<file path="src/rtl/spi_pkg.sv">
// Shared SPI definitions used by both the SPI master and the SPI responder.
// Bus mode constants and the responder FSM state encoding.
package spi_pkg;

  localparam int SPI_CPOL      = 1;
  localparam int SPI_CPHA      = 1;
  localparam int SPI_WORD_BITS = 8;

  typedef enum logic [1:0] {
    IDLE  = 2'd0,
    LOAD  = 2'd1,
    SHIFT = 2'd2
  } spi_resp_state_t;

endpackage

</file>
<file path="src/rtl/spi_responder_if.sv">
// Four-wire SPI pins plus the local TX/RX handshake of the responder.
// SPI_MISO_OE exists only when SPI_RESPONDER_MISO_OE_EN is defined.
interface spi_responder_if #(
  parameter int DATA_WIDTH = 8
);

  logic                  SPI_CLK;
  logic                  SPI_MOSI;
  logic                  SPI_EN;
  logic                  SPI_MISO;
`ifdef SPI_RESPONDER_MISO_OE_EN
  logic                  SPI_MISO_OE;
`endif
  logic [DATA_WIDTH-1:0] tx_data;
  logic                  tx_valid;
  logic                  tx_ready;
  logic [DATA_WIDTH-1:0] rx_data;
  logic                  rx_valid;
  logic                  tx_underrun;
  logic                  frame_err;

  modport slave (
`ifdef SPI_RESPONDER_MISO_OE_EN
    output SPI_MISO_OE,
`endif
    input  SPI_CLK, SPI_MOSI, SPI_EN, tx_data, tx_valid,
    output SPI_MISO, tx_ready, rx_data, rx_valid, tx_underrun, frame_err
  );

  modport master (
`ifdef SPI_RESPONDER_MISO_OE_EN
    input  SPI_MISO_OE,
`endif
    output SPI_CLK, SPI_MOSI, SPI_EN, tx_data, tx_valid,
    input  SPI_MISO, tx_ready, rx_data, rx_valid, tx_underrun, frame_err
  );

endinterface

</file>
<file path="src/rtl/spi_sync_edge.sv">
// Multi-flop synchronizer with an extra history flop for rise/fall detection.
// Resets to RESET_VAL so an idle bus produces no spurious edge after reset.
module spi_sync_edge #(
  parameter int SYNC_STAGES = 2,
  parameter bit RESET_VAL   = 1'b1
) (
  input  logic clk,
  input  logic rst,
  input  logic d,
  output logic level,
  output logic rise,
  output logic fall
);

  logic [SYNC_STAGES-1:0] sync_q;
  logic                   prev_q;

  // NOTE: non-blocking assignments make every stage take the previous stage's old value.
  always_ff @(posedge clk) begin
    if (!rst) begin
      sync_q <= {SYNC_STAGES{RESET_VAL}};
      prev_q <= RESET_VAL;
    end else begin
      sync_q <= {sync_q[SYNC_STAGES-2:0], d};
      prev_q <= sync_q[SYNC_STAGES-1];
    end
  end

  assign level = sync_q[SYNC_STAGES-1];
  assign rise  = level & ~prev_q;
  assign fall  = ~level & prev_q;

endmodule

</file>
<file path="src/rtl/spi_responder.sv">
// SPI responder (CPOL=1, CPHA=1, MSB first) oversampled in the clk domain.
// Optional SPI_MISO_OE output is enabled by defining SPI_RESPONDER_MISO_OE_EN.
module spi_responder
  import spi_pkg::*;
#(
  parameter int DATA_WIDTH  = SPI_WORD_BITS,
  parameter int SYNC_STAGES = 2
) (
  input logic           clk,
  input logic           rst,
  spi_responder_if.slave bus
);

  localparam int                CNT_W    = $clog2(DATA_WIDTH + 1);
  localparam logic [CNT_W-1:0] LAST_BIT = CNT_W'(DATA_WIDTH - 1);
  localparam logic [CNT_W-1:0] FULL_CNT = CNT_W'(DATA_WIDTH);

  logic sclk_rise, sclk_fall, sclk_level_unused;
  logic en_rise, en_fall, en_level_unused;
  logic mosi, mosi_rise_unused, mosi_fall_unused;

  spi_sync_edge #(.SYNC_STAGES(SYNC_STAGES), .RESET_VAL(1'(SPI_CPOL))) u_sclk_sync (
    .clk(clk), .rst(rst), .d(bus.SPI_CLK),
    .level(sclk_level_unused), .rise(sclk_rise), .fall(sclk_fall)
  );

  spi_sync_edge #(.SYNC_STAGES(SYNC_STAGES), .RESET_VAL(1'b1)) u_en_sync (
    .clk(clk), .rst(rst), .d(bus.SPI_EN),
    .level(en_level_unused), .rise(en_rise), .fall(en_fall)
  );

  // Same depth as SPI_CLK so the sampled data bit lines up with the detected edge.
  spi_sync_edge #(.SYNC_STAGES(SYNC_STAGES), .RESET_VAL(1'b0)) u_mosi_sync (
    .clk(clk), .rst(rst), .d(bus.SPI_MOSI),
    .level(mosi), .rise(mosi_rise_unused), .fall(mosi_fall_unused)
  );

  spi_resp_state_t       state;
  logic [DATA_WIDTH-1:0] hold_q, tx_shift, rx_shift, rx_data_q;
  logic [CNT_W-1:0]      bit_cnt;
  logic                  hold_full, first_edge;
  logic                  rx_valid_q, underrun_q, frame_err_q, miso_q;
  logic                  tx_capture, to_idle;

  assign tx_capture = bus.tx_valid && !hold_full;
  assign to_idle    = (state != IDLE) && en_rise;

  always_ff @(posedge clk) begin
    if (!rst) begin
      state       <= IDLE;
      hold_q      <= '0;
      hold_full   <= 1'b0;
      tx_shift    <= '0;
      rx_shift    <= '0;
      rx_data_q   <= '0;
      bit_cnt     <= '0;
      first_edge  <= 1'b0;
      rx_valid_q  <= 1'b0;
      underrun_q  <= 1'b0;
      frame_err_q <= 1'b0;
      miso_q      <= 1'b1;
    end else begin
      // NOTE: pulse outputs default low every cycle so no path can leave one stuck high.
      rx_valid_q  <= 1'b0;
      underrun_q  <= 1'b0;
      frame_err_q <= 1'b0;

      if (tx_capture) begin
        hold_q    <= bus.tx_data;
        hold_full <= 1'b1;
      end

      if (to_idle) begin
        state   <= IDLE;
        miso_q  <= 1'b1;
        bit_cnt <= '0;
        if (state == SHIFT) begin
          if (bit_cnt == FULL_CNT) begin
            rx_data_q  <= rx_shift;
            rx_valid_q <= 1'b1;
          end else if (sclk_rise && bit_cnt == LAST_BIT) begin
            rx_data_q  <= {rx_shift[DATA_WIDTH-2:0], mosi};
            rx_valid_q <= 1'b1;
          end else if (bit_cnt != '0) begin
            frame_err_q <= 1'b1;
          end
        end
      end else begin
        case (state)
          IDLE: begin
            miso_q <= 1'b1;
            if (en_fall) state <= LOAD;
          end
          LOAD: begin
            // Capture and consume never coincide: capture needs an empty holding register.
            tx_shift   <= hold_full ? hold_q : '0;
            miso_q     <= hold_full & hold_q[DATA_WIDTH-1];
            if (hold_full) hold_full  <= 1'b0;
            else           underrun_q <= 1'b1;
            bit_cnt    <= '0;
            first_edge <= 1'(SPI_CPHA);
            state      <= SHIFT;
          end
          SHIFT: begin
            if (bit_cnt == FULL_CNT) begin
              rx_data_q  <= rx_shift;
              rx_valid_q <= 1'b1;
              state      <= LOAD;
            end else begin
              if (sclk_fall) begin
                if (first_edge) begin
                  first_edge <= 1'b0;
                end else begin
                  tx_shift <= tx_shift << 1;
                  miso_q   <= tx_shift[DATA_WIDTH-2];
                end
              end
              if (sclk_rise) begin
                rx_shift <= {rx_shift[DATA_WIDTH-2:0], mosi};
                bit_cnt  <= bit_cnt + CNT_W'(1);
              end
            end
          end
          default: state <= IDLE;
        endcase
      end
    end
  end

`ifdef SPI_RESPONDER_MISO_OE_EN
  logic oe_q;

  // Tracks the next FSM state so the enable is high exactly in LOAD and SHIFT.
  always_ff @(posedge clk) begin
    if (!rst)                oe_q <= 1'b0;
    else if (state == IDLE)  oe_q <= en_fall;
    else                     oe_q <= !to_idle;
  end

  assign bus.SPI_MISO_OE = oe_q;
`endif

  assign bus.SPI_MISO    = miso_q;
  assign bus.tx_ready    = ~hold_full;
  assign bus.rx_data     = rx_data_q;
  assign bus.rx_valid    = rx_valid_q;
  assign bus.tx_underrun = underrun_q;
  assign bus.frame_err   = frame_err_q;

endmodule

</file>
<file path="src/flat_wrapper.sv">
// flat-port wrapper written by rule: the top's interface ports become plain ports
module spi_responder_flat import spi_pkg::*;
#(
  parameter int DATA_WIDTH  = SPI_WORD_BITS,
  parameter int SYNC_STAGES = 2
)
  (clk, rst, bus_SPI_CLK, bus_SPI_MOSI, bus_SPI_EN, bus_tx_data, bus_tx_valid, bus_SPI_MISO, bus_tx_ready, bus_rx_data, bus_rx_valid, bus_tx_underrun, bus_frame_err);
  spi_responder_if #(.DATA_WIDTH(DATA_WIDTH)) bus_i ();
  input logic clk;
  input logic rst;
  input wire logic [$bits(bus_i.SPI_CLK)-1:0] bus_SPI_CLK;
  input wire logic [$bits(bus_i.SPI_MOSI)-1:0] bus_SPI_MOSI;
  input wire logic [$bits(bus_i.SPI_EN)-1:0] bus_SPI_EN;
  input wire logic [$bits(bus_i.tx_data)-1:0] bus_tx_data;
  input wire logic [$bits(bus_i.tx_valid)-1:0] bus_tx_valid;
  output wire logic [$bits(bus_i.SPI_MISO)-1:0] bus_SPI_MISO;
  output wire logic [$bits(bus_i.tx_ready)-1:0] bus_tx_ready;
  output wire logic [$bits(bus_i.rx_data)-1:0] bus_rx_data;
  output wire logic [$bits(bus_i.rx_valid)-1:0] bus_rx_valid;
  output wire logic [$bits(bus_i.tx_underrun)-1:0] bus_tx_underrun;
  output wire logic [$bits(bus_i.frame_err)-1:0] bus_frame_err;
  assign bus_i.SPI_CLK = bus_SPI_CLK;
  assign bus_i.SPI_MOSI = bus_SPI_MOSI;
  assign bus_i.SPI_EN = bus_SPI_EN;
  assign bus_i.tx_data = bus_tx_data;
  assign bus_i.tx_valid = bus_tx_valid;
  assign bus_SPI_MISO = bus_i.SPI_MISO;
  assign bus_tx_ready = bus_i.tx_ready;
  assign bus_rx_data = bus_i.rx_data;
  assign bus_rx_valid = bus_i.rx_valid;
  assign bus_tx_underrun = bus_i.tx_underrun;
  assign bus_frame_err = bus_i.frame_err;
  spi_responder #(.DATA_WIDTH(DATA_WIDTH), .SYNC_STAGES(SYNC_STAGES)) u_core (.clk(clk), .rst(rst), .bus(bus_i));
endmodule
</file>
<file path="config.mk">
export PLATFORM = sky130hd
export DESIGN_NAME = spi_responder_flat
export DESIGN_NICKNAME = d
export VERILOG_FILES = /design/src/rtl/spi_pkg.sv /design/src/rtl/spi_responder_if.sv /design/src/rtl/spi_sync_edge.sv /design/src/rtl/spi_responder.sv /design/src/flat_wrapper.sv
export SDC_FILE = /design/constraint.sdc
export NUM_CORES = 1
export LEC_CHECK = 0
export CORE_MARGIN = 1.5
export CORE_UTILIZATION = 40
export CTS_BUF_LIST = sky130_fd_sc_hd__clkbuf_4
export DETAILED_ROUTE_END_ITERATION = 7
export PLACE_DENSITY = 0.72
export SLEW_MARGIN = 10
export SYNTH_ARGS = -nofsm -noshare
export SYNTH_HDL_FRONTEND = slang
export SYNTH_SLANG_ARGS = --single-unit
</file>
<file path="constraint.sdc">
create_clock -name clk -period 2.1 [get_ports clk]
set_clock_uncertainty 0.15 [all_clocks]
set_input_delay 0.525 -clock clk [delete_from_list [all_inputs] [get_ports clk]]
set_output_delay 0.525 -clock clk [all_outputs]
set_load 0.02 [all_outputs]
</file>
# Word-level counts from Yosys, hierarchy flattened

Index checks and enable logic that the tools add are counted.

Add/subtract/negate cells: 1
Equality and inequality tests: 10
Multiplexer cells: 36
Bitwise logic cells: 15
Reduce and logical (&&, ||, !) cells: 21

Operators by type and width:

| operator              | count |
|---|---|
| $mux W8               | 6 |
| $mux W7               | 4 |
| $mux W1               | 17 |
| $pmux W7 S2           | 1 |
| $reduce_and A4 Y1     | 3 |
| $not A1 Y1            | 10 |
| $mux W4               | 2 |
| $pmux W4 S2           | 1 |
| $reduce_bool A2 Y1    | 4 |
| $ne A2 B1 Y1 const B  | 3 |
| $ne A2 B2 Y1 const B  | 3 |
| $pmux W2 S3           | 1 |
| $reduce_and A3 Y1     | 2 |
| $and A1 B1 Y1         | 5 |
| $reduce_and A5 Y1     | 1 |
| $reduce_or A5 Y1      | 1 |
| $add A4 B1 Y4 const B | 1 |
| $eq A4 B3 Y1 const B  | 1 |
| $eq A4 B4 Y1 const B  | 1 |
| $mux W2               | 2 |
| $reduce_bool A4 Y1    | 1 |
| $logic_and A1 B1 Y1   | 3 |
| $pmux W1 S3           | 1 |
| $reduce_bool A3 Y1    | 1 |
| 8 further kinds       | 8 |

Register bits after elaboration: 51

# Longest topological paths before layout

Depth after elaboration: 7
Mapped depth: 8
Mapped depth without buffers: 6

# Hierarchy

From an unflattened synthesis, not the netlist that was laid out.

Cell total of the unflattened synthesis: 233
Area, all modules: 2287.2 um2

By module, submodules not included:

| module        | instances | cells an instance | area each (um2) |
|---|---|---|---|
| spi_responder | 1         | 209               | 2013.2 |
| spi_sync_edge | 3         | 8                 | 91.3 |

# Worst setup path after synthesis

OpenSTA, ideal clock, no wires.

Path type: reg-to-reg
From: register u_core.state[0]
To: register u_core.rx_data_q[4] (netlist: u_core.bus.rx_data[4])
Setup time: 0.066 ns
Arrival time: 1.818 ns
Slack: 0.066 ns
Cell stages (with the launch flop): 9
Period minus slack after synthesis: 2.034 ns
Cells stage by stage: dfxtp_1 -> inv_1 -> ha_1 -> or3b_1 -> buf_6 -> o41ai_4 -> buf_6 -> o21ai_2 -> a21oi_2

Word-level cells in the longest chain between the ends: 4
Elaborated cells on any way between the ends: 6

RTL lines:

| element                      | RTL line             | RTL |
|---|---|---|
| start, declared              | spi_responder.sv:38  | `spi_resp_state_t state;` |
| start signal, assigned       | spi_responder.sv:50  | `state <= IDLE;` |
| start signal, assigned       | spi_responder.sv:74  | `state <= IDLE;` |
| start signal, assigned       | spi_responder.sv:92  | `if (en_fall) state <= LOAD;` |
| $reduce_bool A2 Y1           | spi_responder.sv:46  | `assign to_idle = (state != IDLE) && en_rise;` |
| $logic_and A1 B1 Y1          | spi_responder.sv:46  |  |
| $reduce_bool A2 Y1 (no line) | -                    |  |
| $reduce_and A3 Y1 (no line)  | -                    |  |
| end signal, assigned         | spi_responder.sv:79  | `rx_data_q <= rx_shift;` |
| end signal, assigned         | spi_responder.sv:82  | `rx_data_q <= {rx_shift[DATA_WIDTH-2:0], mosi};` |
| end signal, assigned         | spi_responder.sv:106 | `rx_data_q <= rx_shift;` |
| end, declared                | spi_responder.sv:39  | `logic [DATA_WIDTH-1:0] hold_q, tx_shift, rx_shift, rx_data_q;` |

Several ways; a longest one is shown, not always the timed one.
A chain may end at the register's enable or synchronous reset.

# Worst setup path in the final report

From: register u_core.rx_data_q[4] (netlist: u_core.bus.rx_data[4])
To: output port bus_rx_data[4]

RTL lines:

| element       | RTL line           | RTL |
|---|---|---|
| end, declared | flat_wrapper.sv:18 | `output wire logic [$bits(bus_i.rx_data)-1:0] bus_rx_data;` |

No word-level cell between the ends.

==> results_dict.tcl <==
set metrics [dict create \
    status "finished clean" \
    ys_warn_count 0 \
    slowest_delay_ns 0.61 \
    viasPerCell 4.92 \
    reg2regPathDepth 7 \
    dp_hpwl_mm 3.14 \
    seq_area_frac_synth 0.446 \
    cp-startpoint "u_core.bus.rx_data[4]" \
    period_share 0.966 \
    drt_wl_total_mm 4.62 \
    drive_gt1_frac 0.124 \
    synth_xor_area_frac 0 \
    antenna_left 0 \
    crit_path_top_delay_cell "clkdlybuf4s50_1" \
    gp_congestion 0.810 \
    cp.depth 1 \
    crit_family "buffers and inverters" \
    synth_cells 252 \
    start_util 0.415 \
    async_flop_share 0 \
    clkSinkCount 51 \
    swShare 0.330 \
    p_leak_nw 1.15 \
    critPathKind "reg2out" \
    grt.overflow.total 0 \
    synth_edf_count 0 \
    clkPwrFrac 0.200 \
    die_w_um 78.6 \
    maxCapViolations 0 \
    cp_max_fo 2 \
    final_nets 311 \
    power_frac_comb 0.309 \
    r2r-start "u_core.state[1]" \
    placed_area_um2 2680 \
    num_io_pins 27 \
    pwr-share-seq 0.491 \
    holdBufCountCts 0 \
    num_rows 27 \
    reg2reg_to "u_core.bus.rx_data[6]" \
    post-route-cell-area_um2 2790 \
    track_usage 0.154 \
    start_kind "register" \
    grt_pass1_vias 1605 \
    synth-compound-area-share 0.162 \
    endpoint "bus_rx_data[4]" \
    net-switching-power_w 0.000763 \
    hold_violations 0 \
    drv_slew 0 \
    chipHeight_um 78.6 \
    grt_pass1_wl_mm 7.65 \
    tightest_slew_ns 0.414 \
    firstDrtPassIters 4 \
    drc_errors 0 \
    required_ns 1.42 \
    setup_slack_ns 0.0705 \
    cts_tree "yes" \
    numCtsBuffers 5 \
    max_freq_mhz 493 \
    setup_viol 0 \
    drt_iter0_drc 127 \
    cts_max_level 2 \
    path_clk_slew_ns 0.16 \
    avgSynthCellArea_um2 9.08 \
    synth_mux_area_frac 0.0832 \
    placedCellCount 352 \
    peakVddDrop_mv 0.396 \
    synthToLayoutAreaGrowth_pct 21.9 \
    cp_data_arrival_time_ns 1.35 \
    coreArea_um2 5510 \
    max_slew_margin 0.723 \
    synthDistinctLibCells 39 \
    port_buffers 26 \
    synth_area_leaders "dfxtp_1, mux2i_1, nand2_1, ha_1, a21oi_1" \
    post-place-ws_ns -0.0306 \
    clk_latency_ns 0.37 \
    r2r_setup_slack_ns 0.09 \
    endpoint_kind "output pin" \
    fin_cells 362 \
    fin_tns_setup_ns 0 \
    synth_seq_cells 51 \
    cts_root_buf "clkbuf_4" \
    synth_top_area_share 0.446 \
    synth_top_family_by_area "simple AND/OR/NAND/NOR gates" \
    path_cells "clkdlybuf4s50_1" \
    power.internal_w 0.00155 \
    ctsLongestPathBuffers 2 \
    antenna_found_initial 0 \
    grt_max_degree 22 \
    fin_util 0.506 \
    dieArea_um2 6180 \
    worst-path-buf-inv 1 \
    yosys.area_share.adder 0.0438 \
    detail_route.wl_per_cell_um 12.8 \
    p_per_area_nw_per_um2 829 \
    vias 1782 \
    synth_area_um2 2290 \
    synth_fp_nets 274 \
    ys.flop_type "dfxtp_1" \
    synth_simple_gate_area_share 0.224 \
    worst_hold_path_type "reg2reg" \
    min_period_ns 2.03 \
    antenna-diode-count 0 \
    yosysTopAreaCell "dfxtp_1" \
]
registers in the layout (all words and copies together) (netlist names):
register,count
u_core.bus.rx_valid,1
u_core.u_en_sync.prev_q,1
u_core.first_edge,1
u_core.hold_full,1
u_core.hold_q,8
u_core.state,2
u_core.bit_cnt,4
u_core.u_sclk_sync.sync_q,2
u_core.u_mosi_sync.sync_q,2
u_core.tx_shift,7
u_core.bus.tx_underrun,1
u_core.u_sclk_sync.prev_q,1
u_core.rx_shift,8
u_core.bus.SPI_MISO,1
u_core.bus.frame_err,1
u_core.u_en_sync.sync_q,2
u_core.bus.rx_data,8
kinds of logic (layout without fill, tap and decap cells):
group,after synthesis,after routing
buf+inv,20,58
simple gates,96,96
mux,19,19
flops,51,51
compound gates,58,58
fa+ha+maj,8,8
cells in the final DEF, fill, tap and decap left out, drive strengths merged, types with 3 or more instances in the layout:
cell           Yosys  routed
a21oi             18      18
nand3b             3       3
o211ai             3       3
clkbuf             7       5
clkdlybuf4s50      0      25
inv                8       9
and2               4       4
a21boi             8       8
nand3              3       3
a31oi              3       3
nor3               7       7
and3               3       3
mux2i             19      19
nand2             35      35
ha                 8       8
nor2b             12      12
o21ai             18      18
buf                5      16
nor2               6       6
nor3b              6       6
nand2b            11      11
dfxtp             51      51
power by group through the flow:
stage	clock network, W	registers, W	logic [W]
final	0.000462	0.00113	0.000715
after global placement	0	0.00115	0.000678
after global routing	0.000510	0.00115	0.000805
after CTS	0.000475	0.00113	0.000691
after floorplan	0	0.00116	0.000453
after detailed placement	0	0.00115	0.000687
how the worst min path moves through the flow:
stage | from | to | depth (start not counted)
6_report | u_core.u_en_sync.sync_q[0] | u_core.u_en_sync.sync_q[1] | 1
5_1_grt | u_core.u_en_sync.sync_q[0] | u_core.u_en_sync.sync_q[1] | 1
4_1_cts | u_core.u_en_sync.sync_q[0] | u_core.u_en_sync.sync_q[1] | 1
3_5_place_dp | u_core.u_en_sync.sync_q[0] | u_core.u_en_sync.sync_q[1] | 1
3_3_place_gp | u_core.u_en_sync.sync_q[0] | u_core.u_en_sync.sync_q[1] | 1
2_1_floorplan | u_core.u_en_sync.sync_q[0] | u_core.u_en_sync.sync_q[1] | 1
cell type report:
cell class / instances / area, um^2
Sequential cell: 51 / 1020
Timing Repair Buffer: 42 / 382
Clock inverter: 3 / 23.8
Fill cell: 513 / 2720
Multi-Input combinational cell: 181 / 1200
Inverter: 8 / 30.0
Clock buffer: 5 / 37.5
Tap cell: 72 / 90.1
repair_timing:
item,in CTS,in global routing
buffers inserted,0,0
pin swaps,0,0
endpoints found under the hold margin,0,0
endpoints found under the setup margin,8,20
gates cloned,0,2
resized for setup,2,9
cell usage after synthesis (2+ instances only):
master	n
dfxtp_1	51
nand2_1	35
mux2i_1	19
a21oi_1	17
o21ai_0	16
nor2b_1	12
nand2b_1	11
a21boi_0	8
ha_1	8
inv_1	8
clkbuf_1	7
nor3_1	7
nor2_1	6
nor3b_1	6
and2_1	4
a31oi_1	3
and3_1	3
nand3_1	3
nand3b_1	3
o211ai_1	3
buf_2	2
buf_6	2
o31ai_1	2
metrics by stage:
step / hold slack (ns) / power (W)
floorplan: 0.236 / 0.00161
global placement: 0.239 / 0.00183
detailed placement: 0.244 / 0.00184
CTS: 0.276 / 0.00230
global route: 0.285 / 0.00246
finish: 0.275 / 0.00231
routing by layer:
metal,vias to the layer above,share of wire,GRT usage
li1,943,-,-
met1,803,0.51,0.221
met2,29,0.45,0.231
met3,7,0.027,0.0314
met4,0,0.013,0.0482
met5,-,0,0
No activity file was read; power rests on OpenSTA's default activity.
